===== config.mk =====
export PLATFORM = sky130hd
export DESIGN_NAME = mem_dump_tx
export DESIGN_NICKNAME = d
export VERILOG_FILES = /design/src/rtl/mem_dump_tx.sv
export SDC_FILE = /design/constraint.sdc
export NUM_CORES = 1
export LEC_CHECK = 0
export ABC_AREA = 1
export ABC_CLOCK_PERIOD_IN_PS = 1500
export CORE_UTILIZATION = 25
export CTS_BUF_LIST = sky130_fd_sc_hd__clkbuf_4 sky130_fd_sc_hd__clkbuf_8 sky130_fd_sc_hd__clkbuf_16
export DETAILED_ROUTE_END_ITERATION = 8
export GPL_ROUTABILITY_DRIVEN = 0
export PLACE_DENSITY = 0.49
export RECOVER_POWER = 50
export SLEW_MARGIN = 20
export SYNTH_ARGS = -nofsm -noshare
export SYNTH_HDL_FRONTEND = slang
export SYNTH_SLANG_ARGS = --single-unit

===== constraint.sdc =====
create_clock -name clock -period 1.5 [get_ports clock]
set_input_delay 0.375 -clock clock [delete_from_list [all_inputs] [get_ports clock]]
set_output_delay 0.375 -clock clock [all_outputs]
set_load 0.01 [all_outputs]

===== src/rtl/mem_dump_tx.sv =====
// Memory dump transmitter: reads a block of 32-bit words from a data memory
// and sends each word as four 8N1 serial frames, low byte first.
module mem_dump_tx #(
    parameter int CLKS_PER_BIT = 4
) (
    input  logic        clock,
    input  logic        reset,
    input  logic        start,
    input  logic [31:0] base_addr,
    input  logic [15:0] word_count,
    output logic [31:0] mem_addr,
    output logic        mem_oe,
    input  logic [31:0] mem_data,
    output logic        tx,
    output logic        busy,
    output logic        done
);

    localparam logic [2:0] IDLE  = 3'd0;
    localparam logic [2:0] FETCH = 3'd1;
    localparam logic [2:0] START = 3'd2;
    localparam logic [2:0] DATA  = 3'd3;
    localparam logic [2:0] STOP  = 3'd4;

    // Bit period counter runs 0..LAST_CLK, so each bit lasts CLKS_PER_BIT cycles.
    localparam logic [15:0] LAST_CLK = 16'(CLKS_PER_BIT - 1);

    logic [2:0]  state;
    logic [15:0] remaining;
    logic [31:0] word_reg;
    logic [1:0]  byte_idx;
    logic [2:0]  bit_idx;
    logic [15:0] clk_cnt;
    logic [7:0]  cur_byte;
    logic [2:0]  next_bit;
    logic        bit_end;

    assign mem_oe   = (state == FETCH);
    assign busy     = (state != IDLE);
    assign bit_end  = (clk_cnt == LAST_CLK);
    assign next_bit = bit_idx + 3'd1;

    // Select the byte of the captured word currently being framed.
    always_comb begin
        cur_byte = word_reg[7:0];
        case (byte_idx)
            2'd0:    cur_byte = word_reg[7:0];
            2'd1:    cur_byte = word_reg[15:8];
            2'd2:    cur_byte = word_reg[23:16];
            default: cur_byte = word_reg[31:24];
        endcase
    end

    // Dump sequencer; tx is registered and updated one edge ahead of each bit.
    always_ff @(posedge clock) begin
        if (reset) begin
            state     <= IDLE;
            tx        <= 1'b1;
            done      <= 1'b0;
            mem_addr  <= 32'd0;
            remaining <= 16'd0;
            word_reg  <= 32'd0;
            byte_idx  <= 2'd0;
            bit_idx   <= 3'd0;
            clk_cnt   <= 16'd0;
        end else begin
            done <= 1'b0;
            case (state)
                IDLE: begin
                    tx      <= 1'b1;
                    clk_cnt <= 16'd0;
                    if (start) begin
                        if (word_count == 16'd0) begin
                            done <= 1'b1;
                        end else begin
                            remaining <= word_count;
                            mem_addr  <= base_addr;
                            state     <= FETCH;
                        end
                    end
                end
                FETCH: begin
                    word_reg <= mem_data;
                    byte_idx <= 2'd0;
                    bit_idx  <= 3'd0;
                    clk_cnt  <= 16'd0;
                    tx       <= 1'b0;
                    state    <= START;
                end
                START: begin
                    if (bit_end) begin
                        clk_cnt <= 16'd0;
                        bit_idx <= 3'd0;
                        tx      <= cur_byte[0];
                        state   <= DATA;
                    end else begin
                        clk_cnt <= clk_cnt + 16'd1;
                    end
                end
                DATA: begin
                    if (bit_end) begin
                        clk_cnt <= 16'd0;
                        if (bit_idx == 3'd7) begin
                            tx    <= 1'b1;
                            state <= STOP;
                        end else begin
                            bit_idx <= next_bit;
                            tx      <= cur_byte[next_bit];
                        end
                    end else begin
                        clk_cnt <= clk_cnt + 16'd1;
                    end
                end
                STOP: begin
                    if (bit_end) begin
                        clk_cnt <= 16'd0;
                        if (byte_idx != 2'd3) begin
                            byte_idx <= byte_idx + 2'd1;
                            tx       <= 1'b0;
                            state    <= START;
                        end else begin
                            remaining <= remaining - 16'd1;
                            if (remaining == 16'd1) begin
                                done  <= 1'b1;
                                state <= IDLE;
                            end else begin
                                mem_addr <= mem_addr + 32'd1;
                                state    <= FETCH;
                            end
                        end
                    end else begin
                        clk_cnt <= clk_cnt + 16'd1;
                    end
                end
                default: begin
                    tx    <= 1'b1;
                    state <= IDLE;
                end
            endcase
        end
    end

endmodule


# Word-level counts from Yosys, hierarchy flattened
# Index checks and enable logic that the tools add are counted.
# Widths: inputs -> output; s select.
totals:
  inputBits: 83
  register_bits: 106
  wordCells: 95
  output_inout_bits: 36
op_classes:
  add_sub_neg: 5
  order_cmp: 1
  reduce_logical: 16
  n_eq_ne: 20
  mux: 44
ops:
  columns: ["cell", "n"]
  rows:
  - ["$mux 32", 5]
  - ["$mux 16", 5]
  - ["$pmux 16 s2", 2]
  - ["$pmux 32 s2", 1]
  - ["$add 32x1->32 const B", 1]
  - ["$mux 3", 9]
  - ["$pmux 8 s3", 1]
  - ["$ne 2x2->1 const B", 11]
  - ["$add 16x1->16 const B", 1]
  - ["$eq 16x1->1 const B", 1]
  - ["$eq 16x2->1 const B", 1]
  - ["$logic_not 16->1", 1]
  - ["$sub 16x1->16 const B", 1]
  - ["$pmux 3 s5", 1]
  - ["$mux 1", 12]
  - ["$reduce_and 6->1", 2]
  - ["$pmux 3 s3", 1]
  - ["$reduce_and 4->1", 2]
  - ["$eq 3x2->1 const B", 2]
  - ["$eq 3x3->1 const B", 2]
  - ["$mux 2", 3]
  - ["$reduce_bool 2->1", 3]
  - ["$reduce_bool 3->1", 2]
  - ["$reduce_and 5->1", 1]
  - ["other kinds (15)", 15]

# Longest topological paths before layout
logic_depth:
  depth_word: 7
  ltp_mapped: 15
  depth_no_buf: 14

# Worst setup path after synthesis
# OpenSTA, ideal clock, no wires.
synth_path:
  path_type: "flip-flop to flip-flop"
  startpoint: "register mem_addr[0]"
  endpoint: "register mem_addr[22]"
  arrival_time_ns: 1.635
  n_path_buf: 0
  slack_ns: -0.199
  required_ns: 1.436
  stages_incl_launch_ff: 14
  period_less_slack_ns: 1.699
  setup_ns: 0.064
  path_cell_list: "dfxtp_1 > ha_1 > nand2_2 > nor2_4 > nand3_2 > nor2_4 > nand2_2 > nor2_2 > nand2_1 > nand2_1 > nand2_1 > nand2_1 > inv_1 > nor2_1"
synth_via:
  elab_chain_cells: 5
synth_rtl:
  columns: ["element", "line", "text"]
  rows:
  - ["from (decl)", "11", "output logic [31:0] mem_addr,"]
  - ["from (signal assigned)", "77", "mem_addr <= base_addr;"]
  - ["from (signal assigned)", "127", "mem_addr <= mem_addr + 32'd1;"]
  - ["$add 32x1->32", "127", null]
  - ["$mux 32", "123", "if (remaining == 16'd1) begin"]
  - ["$mux 32", "117", "if (byte_idx != 2'd3) begin"]
  - ["$mux 32", "115", "if (bit_end) begin"]
  - ["$pmux 32 s2", "68", "case (state)"]
# No other way between the ends. The select of a mux whose other input is x is not followed.
# A chain may end at the register's enable or synchronous reset.

# Worst setup path in the final report
layout_path:
  startpoint: "register clk_cnt[1]"
  endpoint: "register mem_addr[23]"
layout_via:
  elab_chain_cells: 3
layout_rtl:
  columns: ["element", "line", "text"]
  rows:
  - ["from (decl)", "33", "logic [15:0] clk_cnt;"]
  - ["from (signal assigned)", "97", "clk_cnt <= clk_cnt + 16'd1;"]
  - ["from (signal assigned)", "111", "clk_cnt <= clk_cnt + 16'd1;"]
  - ["from (signal assigned)", "132", "clk_cnt <= clk_cnt + 16'd1;"]
  - ["$eq 16x2->1", "40", "assign bit_end = (clk_cnt == LAST_CLK);"]
  - ["$ne 2x2->1 (no source line)", null, null]
  - ["$reduce_and 6->1 (no source line)", null, null]
# No other way between the ends.

==> results.toml <==
[status]
outcome = "complete, but fails checks"
violations = "negative setup slack"

[timing]
slew_headroom = 0.7567
min_period_ps = 1732
worst_slew_pin_slew_ps = 364.9
rsz0062_at_grt = "yes"
clock_skew_ps = 12.05
worst_slack_ps = -231.7
fin_crit_sh = 1.154
finalHoldViolCount = 0
holdWs_ps = 450.2
finalMaxSlewViolations = 0
max_freq_ghz = 0.5775
setup_viol = 86
setup-tns-final_ps = -10890

[critical_path]
crit_type = "reg2reg"
critPathLaunchType = "flop"
cp.buffers_inverters = 2
path_delay_family = "simple AND/OR/NAND/NOR gates"
path_max_fanout = 6
cp_slowest_stage_delay_ps = 360
critPathArrivalTime_ps = 2000
reg2reg_depth = 12
worstPathCellList = "ha_4 > nand3_2 > nor2_1 > nand2_1 > nand2_2 > o21ai_4 > nor2_4 > buf_6 > clkbuf_16 > nand3b_1 > nand2_1 > nor2_1"
cp.required_ps = 1770
slowest_stage = "dfxtp_2"
crit_cells = 12
cp-end-kind = "flop"

[power_and_ir_drop]
power_density_nw_per_um2 = 1725
finalPower_mw = 19.26
vdd_ir_drop_max_uv = 784.9
leakagePower_nw = 4.871

[global_routing]
track_usage = 0.1809
grt_pass1_vias = 7596
gr-total-overflow = 0
grt_pass1_wl_um = 38070
antenna_found_initial = 0
grt_max_degree = 40

[placement]
dpl.hpwl_um = 17050
port_buffers = 118
dp_cells = 1666

[route]
vias = 7857
wl_per_cell_um = 13.82
finalWirelength_um = 23870
avgViaCountPerCell = 4.550
dr.first_iter.drc_count = 395
drc_errors = 0
ant_nets = 0
dr.pass1.iters = 5

[clocking]
cts_sinks = 106
cts_buffer_depth = 2
cts_buffers = 9
clock-root-buffer = "clkbuf_16"
htreeDepth = 3
tritoncts = "built"
insertion_delay_ps = 370
cts.clk_slew.worst_paths_ps = 80
hold_buffers = 0

[final_layout]
insertedDiodeCount = 0
fin_cells = 1727
area_growth_pct = 72.65
layout.nets = 1485
final_layout_size_suffix_gt1_frac = 0.3629

[logic_synthesis]
syn-instance-count = 1048
synth_seq_cells = 106
synthesis.nets = 1141
synth_cell_types = 40
netlist_area_um2 = 6469
ys_seq_area_frac = 0.3280
yosysWarnings = 0
synth_edf_count = 0
avgSynthCellArea_um2 = 6.172
ys_async_sr_fraction = 0
synthFlopType = "dfxtp_1"

[floorplanning]
die_area_um2 = 26520
dieWidth_um = 162.9
start_util = 0.2561
io_pins = 119
rows = 58
die_h_um = 162.9
core_um2 = 25250

[hold_path]
hold_class = "in2reg"
whs_path_depth = 4

[job]
maxCapViolCount = 0
==> power breakdown <==
group	internal [mW]	switching [mW]	total, mW
clock network	1.18	1.27	2.45
registers	3.88	0.710	4.59
logic	6.08	6.14	12.2
==> synth_stat cells, drive strengths merged (4+ instances only) <==
| master | number | area [µm²] |
|---|---|---|
| nand2 | 261 | 997.2 |
| nor2 | 191 | 778.2 |
| dfxtp | 106 | 2122 |
| inv | 105 | 394.1 |
| o21ai | 99 | 510.5 |
| nand3 | 71 | 365.3 |
| a21oi | 65 | 325.3 |
| clkbuf | 27 | 101.4 |
| nor3 | 23 | 125.1 |
| nand4 | 20 | 125.1 |
| or2 | 15 | 93.84 |
| buf | 14 | 90.08 |
| ha | 10 | 125.1 |
| nand3b | 7 | 52.55 |
| xor2 | 6 | 52.55 |
| xnor2 | 5 | 43.79 |
| a31oi | 4 | 25.02 |
| nor3b | 4 | 30.03 |
| o31ai | 4 | 30.03 |
==> what timing repair did <==
item / in CTS / in global routing
pin swaps: 31 / 51
endpoints found under the setup margin: 108 / 106
resized for setup: 212 / 195
setup buffers: 18 / 22
cloned: 3 / 5
==> path summary, 6_finish.rpt <==
check	start	endpoint	slack, ps
setup / recovery	clk_cnt[1]	mem_addr[23]	-230
hold / removal	word_count[2]	remaining[2]	450
setup reg to reg	clk_cnt[1]	mem_addr[23]	-230
hold reg to reg	word_reg[31]	word_reg[31]	460
==> layout by cell type, fill, tap and decap left out, types with 10 or more instances in the layout <==
master | netlist | final
nand3_1 | 69 | 51
o21ai_2 | 1 | 23
nor2_4 | 4 | 17
inv_1 | 97 | 81
nand4_1 | 20 | 20
buf_12 | 0 | 12
clkdlybuf4s15_1 | 0 | 10
nand3_2 | 2 | 12
nor2_1 | 180 | 152
dlygate4sd2_1 | 0 | 18
dfxtp_2 | 0 | 18
clkdlybuf4s50_1 | 0 | 67
clkbuf_16 | 0 | 13
buf_6 | 2 | 22
inv_2 | 8 | 16
buf_4 | 5 | 213
or2_2 | 15 | 15
o21ai_0 | 93 | 35
a21oi_1 | 65 | 45
nor2_2 | 6 | 21
a21oi_2 | 0 | 19
nand2_1 | 256 | 232
nand2_2 | 4 | 23
clkbuf_2 | 0 | 13
nor3_1 | 21 | 17
o21ai_1 | 4 | 38
dfxtp_1 | 106 | 82
==> per-layer routing <==
| layer | routed length, µm | vias up | track usage |
|---|---|---|---|
| met5 | 0 | - | 0 |
| met4 | 406 | 0 | 0.05353 |
| met3 | 944 | 26 | 0.02903 |
| met2 | 11430 | 159 | 0.3062 |
| met1 | 11080 | 3583 | 0.2345 |
| li1 | - | 4089 | - |
==> stage by stage <==
step                      utilization  worst slack [ps]  area (µm²)
final                          0.4422            -231.7       11170
after global routing           0.4422            -313.9       11170
after CTS                      0.4142            -229.7       10460
after detailed placement       0.3812            -709.9        9628
after global placement         0.3812            -703.5        9628
after floorplan                     -            -86.70        6554
==> cell type report <==
type	instances	area (µm²)
Clock buffer	9	225.2
Inverter	105	425.4
Multi-Input combinational cell	796	4507
Timing Repair Buffer	374	3359
Clock inverter	7	71.32
Tap cell	330	412.9
Fill cell	2648	14090
Sequential cell	106	2167
==> worst min-delay path, cell delays in order <==
cell	delay, ps
dlymetal6s2s_1	100
buf_4	120
a21oi_1	60
a21oi_2	120
==> logic make-up (layout without fill, tap and decap cells) <==
logic type | count (synthesis) | in the layout | synth area share
xor gates and xnor gates | 11 | 11 | 0.01489
DFF | 106 | 106 | 0.3280
AOI/OAI and AO/OA | 179 | 179 | 0.1458
and+or+nand+nor | 595 | 595 | 0.3998
buffers and inverters | 146 | 495 | 0.09052
adders and majority gates | 10 | 10 | 0.01934
muxes | 1 | 1 | 0.001547
No activity file was read; power rests on OpenSTA's default activity.
